[config.mk]
export PLATFORM = sky130hd
export DESIGN_NAME = multicycle_sequencer
export DESIGN_NICKNAME = d
export VERILOG_FILES = /design/src/rtl/multicycle_sequencer.sv
export SDC_FILE = /design/constraint.sdc
export NUM_CORES = 1
export LEC_CHECK = 0
export ABC_AREA = 1
export CORE_ASPECT_RATIO = 2
export CORE_UTILIZATION = 34
export CTS_CLUSTER_DIAMETER = 50
export CTS_CLUSTER_SIZE = 40
export DETAILED_ROUTE_END_ITERATION = 10
export PLACE_DENSITY = 0.75
export SYNTH_ARGS = -nofsm -noshare
export SYNTH_HDL_FRONTEND = slang
export SYNTH_SLANG_ARGS = --single-unit
[constraint.sdc]
create_clock -name clock -period 1.3 [get_ports clock]
set_input_delay 0.26 -clock clock [delete_from_list [all_inputs] [get_ports clock]]
set_output_delay 0.26 -clock clock [all_outputs]
set_load 0.02 [all_outputs]
[src/rtl/multicycle_sequencer.sv]
// Multicycle control sequencer for a LEGv8-style datapath: fetch handshake, class decode,
// class-specific execute/memory/writeback states, conditional branches, memory watchdog, HALT/FAULT.
module multicycle_sequencer #(
    parameter int TIMEOUT = 16,
    parameter int TO_W    = 5,
    parameter bit FLAG_EN = 1'b1
) (
    input  logic        clock,
    input  logic        reset,
    input  logic [31:0] IR,
    input  logic [3:0]  status,
    input  logic        mem_ready,
    output logic [2:0]  state,
    output logic [2:0]  cls,
    output logic        mem_req,
    output logic        mem_we,
    output logic        ir_we,
    output logic        pc_we,
    output logic        pc_sel,
    output logic        rf_we,
    output logic        flags_we,
    output logic [2:0]  k_sel,
    output logic        halted,
    output logic        fault
);

    localparam logic [2:0] S_FETCH  = 3'd0;
    localparam logic [2:0] S_DECODE = 3'd1;
    localparam logic [2:0] S_EXEC   = 3'd2;
    localparam logic [2:0] S_MEM    = 3'd3;
    localparam logic [2:0] S_WB     = 3'd4;
    localparam logic [2:0] S_HALT   = 3'd5;
    localparam logic [2:0] S_FAULT  = 3'd6;

    localparam logic [2:0] C_DP_REG = 3'd0;
    localparam logic [2:0] C_BRANCH = 3'd1;
    localparam logic [2:0] C_DP_IMM = 3'd2;
    localparam logic [2:0] C_LDST   = 3'd3;
    localparam logic [2:0] C_UNDEF  = 3'd4;

    // Last count value before the watchdog expires: a request waiting TIMEOUT cycles faults.
    localparam logic [TO_W-1:0] WD_LAST = TO_W'(TIMEOUT - 1);

    logic [2:0]      state_q, state_d;
    logic [2:0]      cls_q, cls_d;
    logic [TO_W-1:0] wd_q, wd_d;
    logic [2:0]      cls_dec;
    logic            is_hlt;
    logic            cond_taken;
    logic            flag_n, flag_z, flag_c, flag_v;
    logic            unused_ir;

    assign unused_ir = ^{IR[24], IR[20:4]};

    always_ff @(posedge clock or negedge reset) begin
        if (!reset) begin
            state_q <= S_FETCH;
            cls_q   <= C_DP_REG;
            wd_q    <= '0;
        end else begin
            state_q <= state_d;
            cls_q   <= cls_d;
            wd_q    <= wd_d;
        end
    end

    always_comb begin
        is_hlt = (IR[31:21] == 11'h6A2);
        if (IR[27] && IR[25] && !IR[26])
            cls_dec = C_DP_REG;
        else if (IR[28] && !IR[27] && IR[26])
            cls_dec = C_BRANCH;
        else if (IR[28] && !IR[27] && !IR[26])
            cls_dec = C_DP_IMM;
        else if (IR[27] && !IR[25])
            cls_dec = C_LDST;
        else
            cls_dec = C_UNDEF;
    end

    // ARM condition codes; 14 and 15 are both "always".
    always_comb begin
        flag_n = status[3];
        flag_z = status[2];
        flag_c = status[1];
        flag_v = status[0];
        case (IR[3:0])
            4'd0:    cond_taken = flag_z;
            4'd1:    cond_taken = !flag_z;
            4'd2:    cond_taken = flag_c;
            4'd3:    cond_taken = !flag_c;
            4'd4:    cond_taken = flag_n;
            4'd5:    cond_taken = !flag_n;
            4'd6:    cond_taken = flag_v;
            4'd7:    cond_taken = !flag_v;
            4'd8:    cond_taken = flag_c && !flag_z;
            4'd9:    cond_taken = !(flag_c && !flag_z);
            4'd10:   cond_taken = (flag_n == flag_v);
            4'd11:   cond_taken = (flag_n != flag_v);
            4'd12:   cond_taken = !flag_z && (flag_n == flag_v);
            4'd13:   cond_taken = !(!flag_z && (flag_n == flag_v));
            default: cond_taken = 1'b1;
        endcase
    end

    // The watchdog only advances while a request is stalled; any state change clears it.
    always_comb begin
        state_d = state_q;
        cls_d   = cls_q;
        wd_d    = '0;
        case (state_q)
            S_FETCH: begin
                if (mem_ready)
                    state_d = S_DECODE;
                else if (wd_q == WD_LAST)
                    state_d = S_FAULT;
                else
                    wd_d = wd_q + TO_W'(1);
            end
            S_DECODE: begin
                cls_d = cls_dec;
                if (is_hlt)
                    state_d = S_HALT;
                else if (cls_dec == C_UNDEF)
                    state_d = S_FAULT;
                else
                    state_d = S_EXEC;
            end
            S_EXEC: begin
                case (cls_q)
                    C_DP_REG, C_DP_IMM, C_BRANCH: state_d = S_FETCH;
                    C_LDST:                       state_d = S_MEM;
                    default:                      state_d = S_FAULT;
                endcase
            end
            S_MEM: begin
                if (mem_ready)
                    state_d = IR[22] ? S_WB : S_FETCH;
                else if (wd_q == WD_LAST)
                    state_d = S_FAULT;
                else
                    wd_d = wd_q + TO_W'(1);
            end
            S_WB:    state_d = S_FETCH;
            S_HALT:  state_d = S_HALT;
            S_FAULT: state_d = S_FAULT;
            default: state_d = S_FAULT;
        endcase
    end

    // Strobes are forced low while reset is asserted so an outstanding request drops at once.
    always_comb begin
        mem_req  = 1'b0;
        mem_we   = 1'b0;
        ir_we    = 1'b0;
        pc_we    = 1'b0;
        pc_sel   = 1'b0;
        rf_we    = 1'b0;
        flags_we = 1'b0;
        k_sel    = 3'b000;
        halted   = (state_q == S_HALT);
        fault    = (state_q == S_FAULT);
        if (reset) begin
            case (state_q)
                S_FETCH: begin
                    mem_req = 1'b1;
                    ir_we   = mem_ready;
                    pc_we   = mem_ready;
                end
                S_EXEC: begin
                    case (cls_q)
                        C_DP_REG: begin
                            rf_we    = 1'b1;
                            flags_we = IR[29] & FLAG_EN;
                        end
                        C_DP_IMM: begin
                            rf_we    = 1'b1;
                            flags_we = IR[29] & FLAG_EN;
                            k_sel    = IR[23] ? 3'b100 : 3'b000;
                        end
                        C_BRANCH: begin
                            if (IR[30]) begin
                                k_sel  = 3'b011;
                                pc_we  = cond_taken;
                                pc_sel = cond_taken;
                            end else begin
                                k_sel  = 3'b010;
                                pc_we  = 1'b1;
                                pc_sel = 1'b1;
                            end
                        end
                        C_LDST:  k_sel = 3'b001;
                        default: k_sel = 3'b000;
                    endcase
                end
                S_MEM: begin
                    mem_req = 1'b1;
                    mem_we  = !IR[22];
                    k_sel   = 3'b001;
                end
                S_WB: begin
                    rf_we = 1'b1;
                    k_sel = 3'b001;
                end
                default: ;
            endcase
        end
    end

    assign state = state_q;
    assign cls   = cls_q;

endmodule
======== Word level (Yosys, flattened, before mapping) ========
Index checks and enable logic that the tools add are counted.
storage, ports and cells
  bits in registers ....................... 11
  bits of input ports ..................... 39
  output and inout port bits .............. 18
cells by class
  add/subtract/negate cells ............... 1
  equal/unequal tests ..................... 27
  muxes and demuxes ....................... 39
  reductions and logical operators ........ 25
operators by type and width
  cell                                            number
  2-to-1 mux 3 bit                                12
  == test 4 bit (second input constant)           6
  case mux 3 bit (6 select lines)                 1
  2-to-1 mux 1 bit                                17
  == test 4 x 3 -> 1 bit (second input constant)  4
  2-to-1 mux 5 bit                                3
  case mux 1 bit (14 select lines)                1
  == test 3 x 2 -> 1 bit (second input constant)  4
  == test 3 bit (second input constant)           4
  case mux 3 bit (2 select lines)                 2
  == test 11 bit (second input constant)          1
  zero test 1 bit                                 10
  case mux 3 bit (3 select lines)                 1
  == test 4 x 2 -> 1 bit (second input constant)  2
  logical AND 1 bit                               8
  == test 3 x 1 -> 1 bit (second input constant)  2
  zero test 3 bit                                 2
  OR reduction 2 bit                              3
  adder 5 x 1 -> 5 bit (second input constant)    1
  == test 5 x 4 -> 1 bit (second input constant)  1
  == test 4 x 1 -> 1 bit (second input constant)  1
  zero test 4 bit                                 1
  case mux 1 bit (2 select lines)                 2
  OR reduction 3 bit                              1
  other kinds (2)                                 2

======== Logic depth before layout (Yosys ltp) ========
Gate-level depths: netlist of the first run.
  word-level depth ........................ 10
  mapped depth ............................ 10

======== Worst setup path after synthesis of the first run ========
Ideal clock, no wire load.
  path type ............................... register -> output
  start point ............................. register state_q[1] (netlist: state[1])
  end point ............................... output rf_we
  arrival ................................. 1.428 ns
  path slack .............................. -0.388 ns
  stages on the path, launching flop included .. 5
  path through ............................ dfrtp_1 > inv_1 > nor3_2 > inv_2 > o31ai_1
between the ends
  longest elaborated chain between the ends .. 3
RTL lines
  element                                                  line  RTL
  start: declaration                                       44    logic [2:0] state_q, state_d;
  start signal: assignment                                 61    state_q <= state_d;
  == test 3 bit or == test 3 x 2 -> 1 bit (tied branches)  164   case (state_q)
  case mux 1 bit (2 select lines) *                        164
  2-to-1 mux 1 bit *                                       163   if (reset) begin
  end: declaration                                         20    output logic rf_we,
Every way passes the cells marked *; elsewhere a longest branch is shown, timed or not.

======== Final worst setup path of the first run ========
  start point ............................. register state_q[1] (netlist: state[1])
  end point ............................... output pc_we
between the ends
  longest elaborated chain between the ends .. 3
RTL lines
  element                                                    line  RTL
  == test 3 x 2 -> 1 bit or zero test 3 bit (tied branches)  164
  case mux 1 bit (2 select lines) *                          164
  2-to-1 mux 1 bit *                                         163
  end: declaration                                           18    output logic pc_we,
Marks and branches as above.

==> results of run 1 <==
## synth_stat cells
master | n | area (µm²)
inv_2 | 10 | 37.5
o221ai_1 | 1 | 8.76
nor3_2 | 3 | 30.0
o21bai_1 | 1 | 7.51
a21oi_1 | 2 | 10.0
nor3_1 | 11 | 55.1
nand2_1 | 43 | 161
xnor2_1 | 1 | 8.76
nand3_1 | 14 | 70.1
o211ai_1 | 1 | 7.51
inv_1 | 19 | 71.3
o22ai_1 | 1 | 6.26
dfrtp_1 | 11 | 275
xor2_1 | 1 | 8.76
o31ai_1 | 1 | 7.51
nor4_2 | 1 | 12.5
o21ai_1 | 2 | 10.0
nor2_4 | 1 | 11.3
ha_1 | 1 | 12.5
nand4_1 | 3 | 18.8
o2111ai_1 | 1 | 8.76
o21ai_0 | 5 | 25.0
nor2_1 | 26 | 97.6
## metal layers
metal,up-vias,track usage
li1,674,-
met2,47,0.470
met4,0,0.141
met5,-,0
met1,610,0.218
met3,15,0.0202
## registers in the layout, indices dropped and copies added (netlist names)
register / flops
state: 3
cls: 3
wd_q: 5
## cell type report
class,count,share of cell area
inverters,29,0.0619
clock buffers,4,0.0245
multi-input cells,120,0.411
flip-flops and latches,11,0.152
repair buffers,74,0.330
well taps,29,0.0197
## path summary, 6_finish.rpt
check / cells after the start / slack (ns) / end / start
worst min-delay path: 2 / 0.23 / cls[1] / reset
worst max-delay path: 7 / -0.41 / pc_we / state[1]
min in group clock: 1 / 0.47 / wd_q[0] / wd_q[0]
worst min register to register: 1 / 0.47 / wd_q[0] / wd_q[0]
worst max register to register: 9 / -0.15 / wd_q[3] / state[1]
max in group asynchronous: 2 / 0.90 / state[1] / reset
## power groups by stage
stage	Combinational, W	Sequential (W)	Clock (W)
finish	0.00211	0.000598	0.000341
global route	0.00226	0.000607	0.000368
CTS	0.00200	0.000570	0.000341
detailed placement	0.00185	0.000560	0
global placement	0.00184	0.000555	0
floorplan	0.000721	0.000689	0
## through the flow
stage | instance area, µm² | hold WS, ns | power, W | worst slack [ns]
2_1_floorplan | 1030 | -0.0356 | 0.00141 | -0.188
3_3_place_gp | 1700 | 0.460 | 0.00239 | -1.10
3_5_place_dp | 1700 | 0.459 | 0.00241 | -1.11
4_1_cts | 1800 | 0.231 | 0.00291 | -0.447
5_1_grt | 1840 | 0.231 | 0.00323 | -0.463
6_report | 1840 | 0.229 | 0.00305 | -0.409
## timing repair
item / in CTS / in global routing
setup buffers: 3 / 1
hold endpoints to repair: 0 / 0
pin swaps: 3 / 8
hold buffers: 0 / 0
setup endpoints to repair: 27 / 26
resized for setup: 116 / 39
## kinds of logic after synthesis
kind of cell / after synthesis / synth area share
and+or+nand+nor: 102 / 0.475
buffers and inverters: 29 / 0.113
AOI/OAI and AO/OA: 15 / 0.0949
DFF: 11 / 0.286
xor gates and xnor gates: 2 / 0.0182
adders and majority gates: 1 / 0.0130
==> results.md, run 1 <==
* Outcome: finished, violations left
* Failing checks: setup timing
* Clk sink count at 11
* DP HPWL at 2640 µm
* Area of the multi-input gates at ~760 µm²
* Slew @ Worst Pin at roughly 0.43 ns
* Crit-path slowest cell: dfrtp_2
* Register area share after synthesis at 0.286
* Final Core Density at 0.681
* Clk pwr share at 0.112
* Most common cell after layout, fill and taps aside: buf_4
* Worst hold path class: in -> async
* Post-DR wirelength/cell at 12.9 µm
* Vias per Instance at 5.04
* #FFs+latches synth at 11
* Number of diodes at 0
* WP buf/inv at 3
* Cell mode on critical path: inv_2
* Pre-antenna DRT Iters at 4
* FMAX at roughly 580 MHz
* CP Capture Type: primary output
* Residual DRC count at 0
* Routed vias at approximately 1300
* Comb pwr share at 0.692
* Fin Setup TNS at -4.61 ns
* Cell-internal power at about 0.0016 W
* Sw Pwr at approximately 0.0014 W
* Die Ht at roughly 77 µm
* Starting DRT DRC Count at 43
* Most frequent cells in the layout: buf_4, nand2_1, inv_2, nor2_1
* Initial core utilization at 0.356
* P_leak at ~0.9 nW
* Final Hold Vio Count at 0
* Port bufs at 39
* Mapped cell area at between 900 and 1000 µm²
* Row cnt at 27
* Vias in the first global route at about 1400
* Cells after synthesis at 160
* Yosys cell types at 23
* Peak supply drop at between 0.0008 and 0.0009 V
* Crit path DAT at roughly 1.5 ns
* Min Tclk post-route at about 1.7 ns
* Net Count, Synth at 200
* Antenna-violating nets left at 0
* Synth Area per Inst at 6.01 µm²
* Routed met2 length at just over 2000 µm
* Area delta synth->final at 91.3%
* Share of power burned in registers at 0.196
* I/O pin count at 57
* GR Util All Layers at 0.247
* Placed Instances at 260
* Total routed wirelength at ~3500 µm
* Fraction of layout cells with a size suffix above 1 at 0.508
* Crit Path Max Fanout at 3
* Met3 WL post-DR at ~86 µm
* Worst setup SP type: register
* GP Congestion at slightly above 0.8
* Finish-stage setup viols at 23
* Core area at approximately 2700 µm²
* CP top delay family: simple AND/OR/NAND/NOR gates
* Worst-path clk slew at around 0.05 ns
* First-pass GRT wire length at approximately 5400 µm
* Clk_lat worst skew at ~0.24 ns
* Non-filler cells, final at around 270
* Fill cell count at between 200 and 250
* Die width at around 40 µm
* Req. time, crit path at around 1.0 ns
* Num CTS Buffers at 3
* Max-cap violations at 0
* P per Cell Area at approximately 1700 nW/µm²
* Final Max Slew Viols at 0
* Switching share of power at 0.459
* Antenna violations before repair at 0
* CTS H-tree lvls at 1
* Nets at 279
* Top Layer Used: met4
* Worst slew margin at 0.708
* Setup ws final at -0.409 ns
* Max clock buf depth at 2
* Full die area at 3060 µm²
* RSZ-0062 raised after global routing: true
* Total grt overflow at 0
* Ys Warns at 0
* Final Skew at a little under 0.008 ns
* CTS tree: yes
* Register Area at roughly 280 µm²
* Period utilization at 1.31
* Clk root buf: clkbuf_8
* Crit Path Class: reg -> out
* Largest net degree at the start of global routing at 12
* Crit-path max cell delay at ~0.4 ns
* Metal-1 WL at 1130 µm
* Cell Chain, Critical Path: inv_2, nor3_4, inv_2, nor2_2, nand2_2, a21oi_4, buf_6
(Power assumes the default switching activity.)
==> run 2: changes to the inputs <==
Settings changed: CAP_MARGIN set to 15, PLACE_DENSITY 0.75 to 0.82.
==> run 2 against run 1 <==
The flow still finishes with violations (setup timing). Setup slack worse by 0.051 ns. Sequential power hardly changed. Final area rose by 4.3%. Clock power grew 2%. Global-route usage up 1.6 points. Critical endpoint is now k_sel[0].
==> results.md, run 2 (same netlist as run 1, synthesis figures left out) <==
* Crit-path slowest cell: dfrtp_2
* Nets at 284 (+1.8%)
* Placement Setup Slack at -1.10 ns (+0.00529 ns)
* Crit Path Max Fanout at 4 (+1)
* Min Tclk post-route at 1.76 ns (+0.0512 ns)
* Area delta synth->final at 99.5%
* Fin Setup TNS at -5.12 ns (-0.519 ns)
* Cell Chain, Critical Path: nor3_4, buf_6, nand2_4, o221ai_2, buf_4
* Crit path DAT at 1.50 ns (+0.05 ns)
* Vias in the first global route at 1556 (+12%)
* DP HPWL at 2760 µm (+4.4%)
* Non-filler cells, final at 272 (+1.9%)
* Period utilization at 1.35 (+0.0394)
* Die Ht at 77.2 µm (unchanged)
* Starting DRT DRC Count at 38 (-12%)
* Fill cell count at 201 (-16%)
* Clk root buf: clkbuf_8
* Clk sink count at 11 (unchanged)
* FMAX at 568 MHz (-2.9%)
* P per Cell Area at 1700 nW/µm² (+3.0%)
* CP Capture Type: primary output
* Fraction of layout cells with a size suffix above 1 at 0.477 (-0.0310)
* CTS H-tree lvls at 1 (unchanged)
* Residual DRC count at 0 (unchanged)
* Largest net degree at the start of global routing at 12 (unchanged)
* GR Util All Layers at 0.263 (+0.0155)
* Slew @ Worst Pin at 0.363 ns (-0.0712 ns)
* Num CTS Buffers at 3 (unchanged)
* Crit Path Class: reg -> out
* Row cnt at 27 (unchanged)
* Max-cap violations at 0 (unchanged)
* Outcome: finished, violations left
* Finish-stage setup viols at 20 (-13%)
* Most frequent cells in the layout: buf_4, nand2_1, nor2_1, buf_6, inv_2
* Core area at 2700 µm² (unchanged)
* GP Congestion at 0.864 (+4.3%)
* RSZ-0062 raised after global routing: true
* Initial core utilization at 0.356 (unchanged)
* Port bufs at 39 (unchanged)
* First-pass GRT wire length at 5890 µm (+8.5%)
* Full die area at 3060 µm² (unchanged)
* Total routed wirelength at 3780 µm (+9.4%)
* Total grt overflow at 0 (unchanged)
* Final Max Slew Viols at 0 (unchanged)
* Antenna violations before repair at 0 (unchanged)
* Tot Pwr at 0.00327 W (+7.4%)
* Die width at 39.6 µm (unchanged)
* Vias per Instance at 5.26 (+4.3%)
* Final Hold Vio Count at 0 (unchanged)
* P_leak at 0.942 nW (+4.7%)
* Final Core Density at 0.710 (+0.0292)
* Failing checks: setup timing
* Top reg by flops: wd_q
* Final Skew at 0.00387 ns (-0.00407 ns)
* Pre-antenna DRT Iters at 4 (unchanged)
* Reg-to-Reg Start: state[0]
* Routed vias at 1430 (+6.2%)
* Largest register FFs at 5 (unchanged)
* Critical path launch point: state[0]
* Crit-path max cell delay at 0.44 ns (+0.04 ns)
* Antenna-violating nets left at 0 (unchanged)
* Worst hold path class: in -> async
* Max clock buf depth at 2 (unchanged)
* Placed Instances at 262 (+0.77%)
* Worst setup SP type: register
* Req. time, crit path at 1.04 ns (about the same)
* I/O pin count at 57 (unchanged)
* CTS tree: yes
* Post-DR wirelength/cell at 13.9 µm (+7.4%)
* Peak supply drop at 0.000964 V (+7.8%)
* Number of diodes at 0 (unchanged)
* Setup ws final at -0.461 ns (-0.0512 ns)
* Most common cell after layout, fill and taps aside: buf_4
* Worst slew margin at 0.757 (+0.0496)
* Worst-path clk slew at 0.05 ns (about the same)
* Clk_lat worst skew at 0.24 ns (about the same)
==> run 2: cell count changes in the layout (fill, tap and decap cells not counted), moves of 2 or more <==
cell,delta
o21ai_1,+2
nor2_2,-3
nor2_1,+3
dlygate4sd2_1,+2
nand2_2,-4
nand2_4,+2
nand2_1,+2
buf_6,+6
clkbuf_2,-4
==> run 2: path summary, 6_finish.rpt <==
check                      endpoint  slack, ns  depth (start not counted)
min reg2reg                 wd_q[0]       0.51                          1
max reg2reg                state[1]      -0.20                          9
max in group asynchronous  state[0]       0.86                          2
max                        k_sel[0]      -0.46                          5
min in group clock          wd_q[0]       0.51                          1
min                         wd_q[0]       0.28                          2
==> run 2: what timing repair did <==
| item | 4_1_cts | 5_1_grt |
|---|---|---|
| pin swaps | 6 | 8 |
| setup buffers | 4 | 3 |
| endpoints found under the setup margin | 26 | 28 |
| resized for setup | 120 | 34 |
| hold buffers | 0 | 0 |
==> run 2: metrics by stage <==
step,instance area (µm²),hold WS (ns)
global placement,1710,0.454
CTS,1830,0.223
detailed placement,1710,0.471
floorplan,1030,-0.0356
global route,1920,0.290
finish,1920,0.279
==> run 2: critical path, delay by kind of cell, from the launching register on <==
family / cells / cell delay [ns]
DFF: 1 / 0.44
AOI/OAI and AO/OA: 1 / 0.19
and+or+nand+nor: 2 / 0.32
buffers and inverters: 2 / 0.31
==> run 2: area by class of cell <==
type,count,area [µm²],share of cell area
clock buffer,3,41.3,0.0215
clock inverter,1,5.00,0.00261
inverter,29,116,0.0606
multi-input combinational,120,754,0.393
sequential,11,279,0.145
tap,29,36.3,0.0189
timing repair buffer,79,687,0.358
==> run 2: where the power goes <==
part / leakage [nW] / switching, W / internal [W]
clock network: 0.0255 / 0.000136 / 0.000211
registers: 0.141 / 0.000138 / 0.000458
logic: 0.775 / 0.00122 / 0.00111
==> run 2: routing by layer <==
layer / wire, µm / part of all wire / up-vias / GRT usage
li1: - / - / 683 / -
met1: 1240 / 0.33 / 677 / 0.215
met2: 2200 / 0.58 / 54 / 0.503
met3: 146 / 0.039 / 16 / 0.0231
met4: 194 / 0.051 / 0 / 0.172
met5: 0 / 0 / - / 0
